===== src/rtl/key_schedule_ctrl.sv =====
// AES-128 key expansion sequencer: loads a cipher key and hands out round keys 0..NR
// one at a time over valid/ready, time-sharing one external SubWord unit.

module rot_word (
  input  logic [31:0] word_in,
  output logic [31:0] word_out
);
  assign word_out = {word_in[23:0], word_in[31:24]};
endmodule

module key_schedule_ctrl #(
  parameter int unsigned NR        = 10,
  parameter logic [7:0]  RCON_INIT = 8'h01
) (
  input  logic         clk,
  input  logic         rst,
  input  logic         start,
  input  logic [127:0] cipherKey,
  output logic [31:0]  subIn,
  input  logic [31:0]  subOut,
  output logic [127:0] roundKey,
  output logic [3:0]   roundIdx,
  output logic         keyValid,
  input  logic         keyReady,
  output logic         busy,
  output logic         done
);

  // Only AES-128 is supported; an out-of-range NR falls back to 10.
  localparam logic [3:0] LAST_IDX = (NR >= 32'd1 && NR <= 32'd10) ? 4'(NR) : 4'd10;

  typedef enum logic [1:0] {
    IDLE    = 2'd0,
    PRESENT = 2'd1,
    SUB     = 2'd2,
    XOR     = 2'd3
  } state_t;

  state_t       state;
  state_t       state_next;
  logic [7:0]   rcon;
  logic [7:0]   rcon_next;
  logic [31:0]  temp;
  logic [31:0]  temp_next;
  logic [127:0] key_next;
  logic [3:0]   idx_next;
  logic [31:0]  sub_next;
  logic         valid_next;
  logic         busy_next;
  logic         done_next;
  logic [31:0]  rot_w3;
  logic         handshake;

  function automatic logic [7:0] xtime(input logic [7:0] b);
    logic [7:0] r;
    r = {b[6:0], 1'b0};
    if (b[7]) begin
      r = r ^ 8'h1b;
    end else begin
      r = r;
    end
    return r;
  endfunction

  // Chained word update: each new word depends on the freshly computed previous word.
  function automatic logic [127:0] next_round_key(input logic [127:0] k, input logic [31:0] t);
    logic [31:0] w0;
    logic [31:0] w1;
    logic [31:0] w2;
    logic [31:0] w3;
    w0 = k[127:96] ^ t;
    w1 = k[95:64]  ^ w0;
    w2 = k[63:32]  ^ w1;
    w3 = k[31:0]   ^ w2;
    return {w0, w1, w2, w3};
  endfunction

  rot_word u_rot_word (
    .word_in  (roundKey[31:0]),
    .word_out (rot_w3)
  );

  assign handshake = keyValid && keyReady;

  // Next-state and next-register values for the sequencer.
  always_comb begin
    state_next = state;
    key_next   = roundKey;
    idx_next   = roundIdx;
    rcon_next  = rcon;
    temp_next  = temp;
    sub_next   = subIn;
    valid_next = keyValid;
    done_next  = 1'b0;
    case (state)
      IDLE: begin
        if (start) begin
          state_next = PRESENT;
          key_next   = cipherKey;
          idx_next   = 4'd0;
          rcon_next  = RCON_INIT;
          valid_next = 1'b1;
        end else begin
          valid_next = 1'b0;
        end
      end
      PRESENT: begin
        if (handshake) begin
          valid_next = 1'b0;
          if (roundIdx >= LAST_IDX) begin
            state_next = IDLE;
            done_next  = 1'b1;
          end else begin
            state_next = SUB;
            sub_next   = rot_w3;
          end
        end else begin
          valid_next = 1'b1;
        end
      end
      SUB: begin
        temp_next  = subOut ^ {rcon, 24'h000000};
        state_next = XOR;
      end
      XOR: begin
        key_next   = next_round_key(roundKey, temp);
        idx_next   = roundIdx + 4'd1;
        rcon_next  = xtime(rcon);
        valid_next = 1'b1;
        state_next = PRESENT;
      end
      default: begin
        state_next = IDLE;
        valid_next = 1'b0;
      end
    endcase
    busy_next = (state_next != IDLE);
  end

  // Sequencer and output registers with synchronous reset.
  always_ff @(posedge clk) begin
    if (rst) begin
      state    <= IDLE;
      roundKey <= 128'h0;
      roundIdx <= 4'd0;
      keyValid <= 1'b0;
      busy     <= 1'b0;
      done     <= 1'b0;
      subIn    <= 32'h0;
      rcon     <= RCON_INIT;
      temp     <= 32'h0;
    end else begin
      state    <= state_next;
      roundKey <= key_next;
      roundIdx <= idx_next;
      keyValid <= valid_next;
      busy     <= busy_next;
      done     <= done_next;
      subIn    <= sub_next;
      rcon     <= rcon_next;
      temp     <= temp_next;
    end
  end

endmodule


===== config.mk =====
export PLATFORM = sky130hd
export DESIGN_NAME = key_schedule_ctrl
export DESIGN_NICKNAME = d
export VERILOG_FILES = /design/src/rtl/key_schedule_ctrl.sv
export SDC_FILE = /design/constraint.sdc
export NUM_CORES = 1
export LEC_CHECK = 0
export BUFFER_PORTS_ARGS = -buffer_cell sky130_fd_sc_hd__buf_2
export CORE_UTILIZATION = 35
export DETAILED_ROUTE_END_ITERATION = 10
export GPL_TIMING_DRIVEN = 0
export HOLD_SLACK_MARGIN = 0.15
export SYNTH_ARGS = -nofsm -noshare
export SYNTH_HDL_FRONTEND = slang
export SYNTH_SLANG_ARGS = --single-unit

===== constraint.sdc =====
create_clock -name clk -period 1.9 [get_ports clk]
set_input_delay 0.19 -clock clk [delete_from_list [all_inputs] [get_ports clk]]
set_output_delay 0.19 -clock clk [all_outputs]
set_load 0.01 [all_outputs]

==> Yosys cells after proc, flatten, opt, wreduce, memory -nomap -nowiden <==
Index checks and enable logic that the tools add are counted.
{ "op_classes": {"n_reduce_logical": 8, "n_mux": 15, "bitwise": 9, "n_addsub": 1, "n_lt_le_gt_ge": 1, "eq_ne": 4} }
{ "op_table": {"columns": ["operator", "count"], "rows": [
  ["$pmux 128 s2", 1],
  ["$xor 32x32->32", 5],
  ["$mux 128", 1],
  ["$pmux 8 s2", 1],
  ["$mux 8", 1],
  ["$pmux 2 s4", 1],
  ["$pmux 4 s2", 1],
  ["$mux 2", 3],
  ["$mux 5", 1],
  ["$add 4x1->4 const B", 1],
  ["$eq 2x2->1 const B", 2],
  ["$ge 4x4->1 const B", 1],
  ["$mux 4", 1],
  ["$not 4->4", 1],
  ["$reduce_bool 2->1", 2],
  ["$mux 1", 3],
  ["$not 1->1", 3],
  ["$pmux 1 s3", 1],
  ["$reduce_and 3->1", 1],
  ["$reduce_bool 3->1", 1],
  ["$reduce_or 3->1", 1],
  ["$eq 2x1->1 const B", 1],
  ["$logic_not 2->1", 1],
  ["$ne 2x2->1 const B", 1],
  ["other kinds (2)", 2]
]} }
{ "word_totals": {"elab_cells": 47, "ff_bits": 209, "inputBits": 164, "output_inout_bits": 167} }

==> Longest topological paths before layout <==
Gate-level depths: netlist (run 1).
{ "logic_depth": {"ltp_word": 5, "depth_mapped": 8, "depth_no_buf": 6} }

==> By module <==
A second synthesis (run 1) with hierarchy kept.
{ "unflattened": {"hier_cells": 1298, "hier_area_um2": 10995.5} }
{ "modules_own_cells": {"columns": ["mod", "seq_area_each_um2", "cells_each", "instances", "area_each_um2"], "rows": [
  ["key_schedule_ctrl", 4184.0, 1266, 1, 10755.3],
  ["rot_word", 0.0, 32, 1, 240.2]
]} }

==> Worst setup path before layout (run 1) <==
OpenSTA, ideal clock, no wires.
{ "synth_path": {"path_type": "flip-flop to flip-flop", "startpoint": "register roundIdx[0]", "endpoint": "register subIn[14]", "slack_ns": 0.320, "required_time_ns": 1.830, "setup_time_ns": 0.070, "path_stages_with_launch": 9, "path_buffers": 2, "synth_period_minus_slack_ns": 1.580, "t_arrival_ns": 1.509, "cell_sequence": "dfxtp_1 inv_1 ha_1 o31ai_1 and2_1 buf_2 buf_2 nand2_1 a21oi_1"} }
{ "synth_via": {"elab_chain_len": 3} }
{ "synth_rtl": {"columns": ["item", "line", "rtl"], "rows": [
  ["start, declared", "22", "output logic [3:0] roundIdx,"],
  ["start signal, assigned", "155", "roundIdx <= idx_next;"],
  ["$ge 4x4->1", "110", "if (roundIdx >= LAST_IDX) begin"],
  ["$not 1->1 (no source line)", null, null],
  ["$reduce_and 3->1 (no source line)", null, null],
  ["end signal, assigned", "159", "subIn <= sub_next;"],
  ["end, declared", "19", "output logic [31:0] subIn,"]
]} }
No other way between the ends.
A chain may end at the register's enable or synchronous reset.

==> Final worst setup path (run 1) <==
{ "layout_path": {"startpoint": "register state[1]", "endpoint": "register temp[30]"} }
{ "layout_via": {"elab_chain_len": 1} }
{ "layout_rtl": {"columns": ["item", "line", "rtl"], "rows": [
  ["start, declared", "39", "state_t state;"],
  ["start signal, assigned", "153", "state <= state_next;"],
  ["$eq 2x2->1", "95", "case (state)"],
  ["end signal, assigned", "161", "temp <= temp_next;"],
  ["end, declared", "43", "logic [31:0] temp;"]
]} }
No other way between the ends.

==> results.ini, run 1 <==
[synth]
ys_seq_elements=209
synth.distinct_cells=33
synth_nets=1459
synth_cells=1293
avgSynthCellArea_um2=8.25
synth_area_leaders=dfxtp_1, xnor2_1, a21oi_1
synth-edff-count=0
synth_area_um2=10700
ys_warn_count=0
yosys.area.top_type=dfxtp_1
yosysTopAreaCellShare=0.392
synthFlopType=dfxtp_1
async_flop_share=0
seq_area_frac_synth=0.392

[grt]
grt_max_degree=13
grt_pass1_vias=10954
grtUsageTotal=0.272
grt_pass1_wl_um=64800
overflow=0
antenna_found_initial=1

[power_and_ir_drop]
swShare=0.299
power_frac_clock=0.393
power_frac_comb=0.215
peakVddDrop_v=0.000544
power_switching_mw=3.77
cellLeakagePower_nw=6.51
p_per_area_nw_per_um2=823
power_mw=12.6
p_seq_frac=0.392
cellInternalPower_mw=8.83

[route]
ant_nets=0
route.met3.wl_um=2980
highest_layer=met4
drt_pass1_iterations=5
drc=0
drt_iter0_drc=760
vias_per_cell=5.33
routed-via-count=11841
totalWireLength_um=44100
wl_met2_um=20400
wl_per_cell_um=19.9
met1_length_um=19400

[place]
place_hpwl_um=32600
dp_cells=2012
place_area_um2=12800
gp_congestion=0.859
portBuffers=329

[layout]
final_cell_mix=buf_2, dfxtp_1, nand2_1
final_util=0.514
area_growth_pct=43.4
fin_nets=1976
mostFrequentLayoutCell=buf_2
fin_area_um2=15300
drive_gt1_frac=0.237
final_cells=2220

[sta]
period_minus_slack_ps=1800
hold_viol_final=0
fin_skew_ps=9.29
max_freq_mhz=555
period_share=0.948
worstMarginPinSlew_ps=878
rsz0062_at_grt=no
drv_slew=0
relSlewSlack=0.415
setup_viol=0
timing.hold.ws_ps=226

[worst_setup_path]
cp.required_ps=2330
crit_type=register to register
reg2reg_to=temp[30]
cp-start-kind=register
crit_fanout=10
r2r_cells=5
r2r_setup_slack_ps=100
rr_startpoint=state[1]
end_kind=register
arrival_ps=2230

[floorplan]
fp.dieW_um=177
ios=331
core-area_um2=29800
die_h_um=177
fp.dieArea_um2=31200
rows=63
initial_utilization=0.358

[clocking]
cts.path.max_buffers=3
postCtsSetupBuffers=0
cts_tree=yes
cts_sinks=209
clock_latency_ps=530
numCtsBuffers=25
clkTransAtPathRegs_ps=60
cts-root-buf=clkbuf_16
cts_max_level=1

[flow_run]
maxCapViolCount=0

[hold_path]
hold_depth=3
hold_path_class=primary input to register
hp-start=keyReady
whs_endpoint=keyValid

[run_status]
status=complete, no violations

-- cells in the mapped netlist (all sizes together) (32+ instances only) --
cell    number
a211oi      42
a21oi      141
a22oi       41
a31oi       65
buf         53
clkbuf      55
dfxtp      209
inv         33
nand2      178
nand3       39
nor2       115
o21bai      32
o311a       33
or3         32
xnor2       97
-- final cells by class --
cell class              count  area [um2]
fillers                  2854       14500
multi-input cells         943        5880
flip-flops and latches    209        4190
repair buffers            490        3260
clock buffers              40         792
plain buffers             108         520
well taps                 390         488
inverters                  33         124
clock inverters             5        52.6
diodes                      2        5.00
-- power by group through the flow --
stage	Sequential [mW]	Combinational [mW]	Clock, mW
floorplan	5.06	1.37	0
global placement	5.01	2.38	0
detailed placement	5.02	2.41	0
CTS	4.92	2.68	5.00
global route	4.96	2.92	5.15
finish	4.93	2.71	4.95
-- how the worst max path moves through the flow --
stage | from | end | depth (start not counted)
CTS | roundIdx[0] | subIn[19] | 8
detailed placement | roundIdx[0] | subIn[29] | 7
floorplan | roundIdx[0] | subIn[14] | 8
global placement | roundIdx[0] | subIn[26] | 7
finish | state[1] | temp[30] | 5
global route | roundIdx[0] | subIn[13] | 8
-- metrics by stage --
step	TNS [ps]	setup WS, ps
finish	0	98.6
global route	0	4.20
CTS	0	2.88
detailed placement	-3990	-183
global placement	-2860	-127
floorplan	0	320
-- state kept, by name, indices dropped and copies added (netlist names) --
signal / cells
roundKey: 128
subIn: 32
temp: 32
rcon: 8
roundIdx: 4
state: 2
busy: 1
done: 1
keyValid: 1
-- repair_timing --
action	4_1_cts	5_1_grt
setup endpoints to repair	38	66
hold endpoints to repair	162	0
resized for setup	5	17
hold buffers	161	0
-- per-layer routing --
metal  GRT usage  vias up
li1            -     5642
met1       0.368     5606
met2       0.448      516
met3      0.0367       77
met4      0.0858        0
met5           0        -
-- critical path, cell delays in order (launching register included) --
cell      delay (ps)
dfxtp_1          310
buf_4            170
nor2b_2          380
clkbuf_1         500
nor2_1            80
a211oi_1         250
-- kinds of logic (layout without fill, tap and decap cells) --
group / count (synthesis) / after routing / share of synthesized area
AO/OA/AOI/OAI: 409 / 409 / 0.259
XOR/XNOR: 121 / 121 / 0.112
adder cells (fa/ha/maj): 2 / 2 / 0.00234
buffers and inverters: 141 / 676 / 0.0583
flip-flops: 209 / 209 / 0.392
multiplexers: 22 / 22 / 0.0206
other: 0 / 2 / 0
AND/OR/NAND/NOR: 389 / 389 / 0.156
Power figures use the tool's default switching activity.
==> inputs of run 2 (changes only) <==
--- a/config.mk
+++ b/config.mk
@@ -5,11 +5,13 @@
 export SDC_FILE = /design/constraint.sdc
 export NUM_CORES = 1
 export LEC_CHECK = 0
+export ABC_AREA = 1
 export BUFFER_PORTS_ARGS = -buffer_cell sky130_fd_sc_hd__buf_2
-export CORE_UTILIZATION = 35
+export CORE_UTILIZATION = 51
 export DETAILED_ROUTE_END_ITERATION = 10
 export GPL_TIMING_DRIVEN = 0
 export HOLD_SLACK_MARGIN = 0.15
+export PLACE_DENSITY = 0.8
 export SYNTH_ARGS = -nofsm -noshare
 export SYNTH_HDL_FRONTEND = slang
 export SYNTH_SLANG_ARGS = --single-unit
==> run 2 against run 1 <==
Compared with the run above: die area decreased by 34%; clock-buffer cell count decreased by 11; critical endpoint is now roundKey[14]; largest cell class unchanged; worst setup slack got worse by 90 ps; non-clock buffer count decreased by 20; synthesized cell count increased by 14%; sequential power about the same; register-to-register slack got worse by 90 ps; maximum frequency decreased by 4.8%; routed wire length increased by 0.67%; flip-flop and latch count unchanged; clock power decreased by 3%.
==> results.ini, run 2 <==
[run_status]
status=complete, no violations

[synth]
synthFlopType=dfxtp_1
synth_area_um2=10200  ; -4.0%
yosysTopAreaCellShare=0.408  ; +0.0164
async_flop_share=0  ; unchanged
synthTopCellsByCount=nand2_1, dfxtp_1, a21oi_1
synth_most_common_cell=nand2_1
ys_seq_elements=209  ; unchanged
synth_cells=1470  ; +14%
ys_warn_count=0  ; unchanged
synth_nets=1636  ; +12%
synth-edff-count=0  ; unchanged
seq_area_frac_synth=0.408  ; +0.0164
synth_area_leaders=dfxtp_1, nand2_1, a21oi_1
avgSynthCellArea_um2=6.97  ; -16%
yosys.area.top_type=dfxtp_1
synth.distinct_cells=32  ; -3.0%

[layout]
final_cells=2269  ; +2.2%
largest-register=roundKey
reg.largest.list=roundKey: 128 flops, subIn: 32 flops, temp: 32 flops
final_cell_mix=nand2_1, buf_2, dfxtp_1
mostFrequentLayoutCell=nand2_1
fin_area_um2=14700  ; -4.1%
drive_gt1_frac=0.229  ; -0.00821
final_util=0.749  ; +0.236
fin_nets=2153  ; +9.0%
area_growth_pct=43.3  ; about the same
largest_reg_flops=128  ; unchanged

[route]
drt_iter0_drc=1348  ; +77%
routed-via-count=13188  ; +11%
drt_pass1_iterations=7  ; +2
totalWireLength_um=44400  ; +0.67%
vias_per_cell=5.81  ; +9.0%
drc=0  ; unchanged
wl_per_cell_um=19.6  ; -1.5%
ant_nets=0  ; unchanged

[floorplan]
rows=51  ; -19%
ios=331  ; unchanged
initial_utilization=0.523  ; +0.165
die_h_um=144  ; -19%
fp.dieArea_um2=20700  ; -34%
core-area_um2=19600  ; -34%
fp.dieW_um=144  ; -19%

[worst_setup_path]
end_kind=register
crit_type=register to register
cp.required_ps=2300  ; -30 ps
cp-start-kind=register
r2r_setup_slack_ps=9  ; -90 ps
arrival_ps=2290  ; +60 ps
crit_fanout=10  ; unchanged

[sta]
hold_viol_final=0  ; unchanged
finalWorstSetupSlack_ps=8.65  ; -90.0 ps
fin_skew_ps=9.70  ; +0.404 ps
timing.hold.ws_ps=446  ; +220 ps
max_freq_mhz=529  ; -4.8%
drv_slew=0  ; unchanged
period_minus_slack_ps=1890  ; +90.0 ps
rsz0062_at_grt=yes
worstMarginPinSlew_ps=868  ; -9.43 ps
finalSetupTns_ps=0  ; unchanged
relSlewSlack=0.421  ; +0.00629
setup_viol=0  ; unchanged
period_share=0.995  ; +0.0474

[clocking]
clkTransAtPathRegs_ps=60  ; about the same
cts_tree=yes
cts_sinks=209  ; unchanged
cts.path.max_buffers=3  ; unchanged
numCtsBuffers=23  ; -8.0%
cts_max_level=1  ; unchanged
cts-root-buf=clkbuf_16
clock_latency_ps=510  ; -20 ps

[power_and_ir_drop]
power_mw=12.0  ; -4.3%
peakVddDrop_v=0.000659  ; +21%
cellLeakagePower_nw=6.68  ; +2.6%
p_per_area_nw_per_um2=820  ; -0.30%

[place]
place_hpwl_um=29300  ; -10%
place_area_um2=12200  ; -4.6%
gp_congestion=0.897  ; +4.4%
portBuffers=329  ; unchanged
dp_slack_ps=-200  ; -17.8 ps
dp_cells=2064  ; +2.6%

[grt]
antenna_found_initial=1  ; unchanged
grt_pass1_wl_um=66400  ; +2.4%
grt_max_degree=14  ; +1
grtUsageTotal=0.424  ; +0.151
overflow=0  ; unchanged
grt_pass1_vias=12537  ; +14%

[hold_path]
hold_path_class=primary input to register

[flow_run]
maxCapViolCount=0  ; unchanged

[run 2: cell count changes after synthesis, moves of 41 or more]
cell      change
nand3_1     +112
o21ai_0      +88
xnor2_1      -80
inv_1        +72
a211oi_1     -41
nand2_1     +224
a22oi_1      -41
[run 2: path summary, 6_finish.rpt]
check                      end       start  cells after the start
setup reg to reg  roundKey[14]    state[0]                      6
setup / recovery  roundKey[14]    state[0]                      6
hold reg to reg        rcon[4]     rcon[4]                      2
hold / removal        temp[20]  subOut[20]                      4
[run 2: timing repair]
item,CTS,global route
setup buffers,0,1
hold buffers,162,0
pin swaps,0,1
resized for setup,6,18
endpoints found under the setup margin,16,88
endpoints found under the hold margin,163,0
[run 2: final cells by class]
class	instances	area [um2]
diodes	1	2.50
plain buffers	86	428
clock buffers	29	628
clock inverters	12	163
fillers	1447	4910
inverters	113	427
multi-input cells	1062	5240
flip-flops and latches	209	4180
well taps	265	332
repair buffers	492	3280
[run 2: routing by layer]
layer | routed length (um) | track usage | part of all wire | vias up
li1 | - | - | - | 5965
met1 | 16200 | 0.494 | 0.36 | 5948
met2 | 19900 | 0.670 | 0.45 | 998
met4 | 3110 | 0.295 | 0.070 | 0
met3 | 5230 | 0.121 | 0.12 | 277
met5 | 0 | 0.0125 | 0 | -
[run 2: power breakdown]
group	switching, mW	internal, mW
sequential	0.265	4.64
combinational	1.37	0.976
clock	1.92	2.88
[run 2: critical path, cell delays in order, from the launching register on]
cell and delay, ps:
dfxtp_1 420, nand2_1 140, inv_2 110, buf_1 480, nand3_1 350, a21oi_1 210, nor2_1 60
[run 2: cells by family (layout without fill, tap and decap cells)]
logic type | Yosys count | after routing | synth area share
buffers and inverters | 199 | 732 | 0.0806
adders and majority gates | 2 | 2 | 0.00244
xor gates and xnor gates | 26 | 26 | 0.0222
AOI/OAI and AO/OA | 322 | 322 | 0.185
other | 0 | 1 | 0
and+or+nand+nor | 712 | 712 | 0.302
DFF | 209 | 209 | 0.408
==> inputs of run 3 (changes only) <==
--- a/config.mk
+++ b/config.mk
@@ -7,6 +7,7 @@
 export LEC_CHECK = 0
 export ABC_AREA = 1
 export BUFFER_PORTS_ARGS = -buffer_cell sky130_fd_sc_hd__buf_2
+export CORE_MARGIN = 2
 export CORE_UTILIZATION = 51
 export DETAILED_ROUTE_END_ITERATION = 10
 export GPL_TIMING_DRIVEN = 0
==> run 3 against run 2 <==
Compared with the run above: the flow now finishes with violations (negative setup slack); routed wire length increased by 0.66%; first-iteration DRC count increased by 4.2%; cell area increased by 0.60%; final cell count increased by 0.13%; worst setup slack got worse by 61 ps.
==> results.ini, run 3 (synthesized netlist as in run 2, its figures left out) <==
[sta]
drv_slew=0  ; unchanged
period_minus_slack_ps=1950  ; +61.1 ps
hold_viol_final=0  ; unchanged
worstMarginPinSlew_ps=895  ; +27.1 ps
period_share=1.03  ; +0.0322
fin_skew_ps=18.8  ; +9.06 ps
finalSetupTns_ps=-183  ; -183 ps
finalWorstSetupSlack_ps=-52.5  ; -61.1 ps
setup_viol=10  ; +10
relSlewSlack=0.403  ; -0.0181
max_freq_mhz=512  ; -3.1%

[clocking]
cts-root-buf=clkbuf_16
cts.path.max_buffers=3  ; unchanged
numCtsBuffers=23  ; unchanged
clock_latency_ps=520  ; about the same
clkTransAtPathRegs_ps=60  ; about the same
cts_sinks=209  ; unchanged
cts_tree=yes
cts_max_level=1  ; unchanged

[route]
vias_per_cell=5.86  ; +0.88%
drc=0  ; unchanged
totalWireLength_um=44700  ; +0.66%
drt_pass1_iterations=8  ; +1
routed-via-count=13321  ; +1.0%
wl_per_cell_um=19.7  ; +0.53%
drt_iter0_drc=1405  ; +4.2%
ant_nets=0  ; unchanged

[layout]
final_cell_mix=nand2_1, buf_2, dfxtp_1
mostFrequentLayoutCell=nand2_1
reg.largest.list=roundKey: 128 flops, subIn: 32 flops, temp: 32 flops
fin_nets=2154  ; +0.046%
fin_area_um2=14800  ; +0.60%
multiInputGateArea_um2=5270  ; +0.52%
area_growth_pct=44.2
drive_gt1_frac=0.232  ; +0.00326
fillerInstances=1483  ; +2.5%
largest-register=roundKey
seq_area_um2=4180  ; unchanged
largest_reg_flops=128  ; unchanged

[place]
gp_congestion=0.946  ; +5.4%
dp_slack_ps=-325  ; -124 ps
place_hpwl_um=29600  ; +0.95%
place_area_um2=12200  ; unchanged
portBuffers=329  ; unchanged

[flow_run]
maxCapViolCount=0  ; unchanged

[grt]
grt_pass1_vias=12585  ; +0.38%
overflow=0  ; unchanged
antenna_found_initial=1  ; unchanged
grtUsageTotal=0.397  ; -0.0271
grt_max_degree=14  ; unchanged
grt_pass1_wl_um=67000  ; +0.99%

[floorplan]
initial_utilization=0.523  ; unchanged
ios=331  ; unchanged
die_h_um=146  ; +1.4%
core-area_um2=19600  ; unchanged
rows=51  ; unchanged
fp.dieArea_um2=21200  ; +2.8%
fp.dieW_um=146  ; +1.4%

[worst_setup_path]
crit_fanout=10  ; unchanged
cp-start-kind=register
cp.required_ps=2320  ; +20 ps
crit_type=register to register
arrival_ps=2370  ; +80 ps
r2r_setup_slack_ps=-50  ; -60 ps
end_kind=register

[hold_path]
hold_path_class=primary input to register

[power_and_ir_drop]
p_per_area_nw_per_um2=826  ; +0.71%
cellLeakagePower_nw=6.71  ; +0.46%
peakVddDrop_v=0.000597  ; -9.4%

[run_status]
violations=negative setup slack
status=finished, violations left

[run 3: timing repair]
action / 4_1_cts / 5_1_grt
setup buffers: 0 / 2
resized for setup: 3 / 36
pin swaps: 0 / 1
endpoints found under the hold margin: 163 / 0
hold buffers: 162 / 0
endpoints found under the setup margin: 33 / 110
[run 3: metrics by stage]
| stage | utilization | hold WS [ps] | instances | power (mW) |
|---|---|---|---|---|
| global placement | 0.624 | 413 | 2064 | 6.89 |
| floorplan | - | 325 | 1470 | 6.10 |
| detailed placement | 0.624 | 425 | 2064 | 6.93 |
| global route | 0.754 | 467 | 2271 | 12.6 |
| finish | 0.754 | 440 | 2272 | 12.2 |
| CTS | 0.750 | 440 | 2268 | 12.0 |
[run 3: per-layer routing]
layer	wire length (um)	GRT usage	vias to the layer above	share of wire
met4	3250	0.260	0	0.073
met5	0	0	-	0
met3	4820	0.0815	257	0.11
met2	20200	0.640	1021	0.45
li1	-	-	5996	-
met1	16500	0.480	6047	0.37
[run 3: power by group]
group          internal (mW)  switching, mW  total [mW]
Sequential              4.64          0.266        4.91
Combinational          0.980           1.36        2.34
Clock                   3.08           1.87        4.95
Total                   8.70           3.50        12.2
[run 3: path summary, 6_finish.rpt]
path,depth (start not counted),end,from
worst max-delay path,9,subIn[6],roundIdx[0]
worst max register to register,9,subIn[6],roundIdx[0]
worst min-delay path,4,temp[20],subOut[20]
worst min register to register,2,rcon[4],rcon[4]
[run 3: worst max-delay path, stage by stage (launching register included)]
cell and delay, ps:
dfxtp_1 410, inv_1 120, ha_1 220, nor3_2 200, nor2_1 120, nor2_4 260
inv_2 100, buf_2 200, nor2_1 140, nor2_1 70
[run 3: area by class of cell]
cell class / instances / share of cell area
Clock buffer: 36 / 0.0477
Antenna cell: 2 / 0.000339
Multi-Input combinational cell: 1062 / 0.357
Buffer: 86 / 0.0292
Tap cell: 265 / 0.0224
Sequential cell: 209 / 0.283
Inverter: 113 / 0.0289
Timing Repair Buffer: 493 / 0.222
Clock inverter: 6 / 0.00906
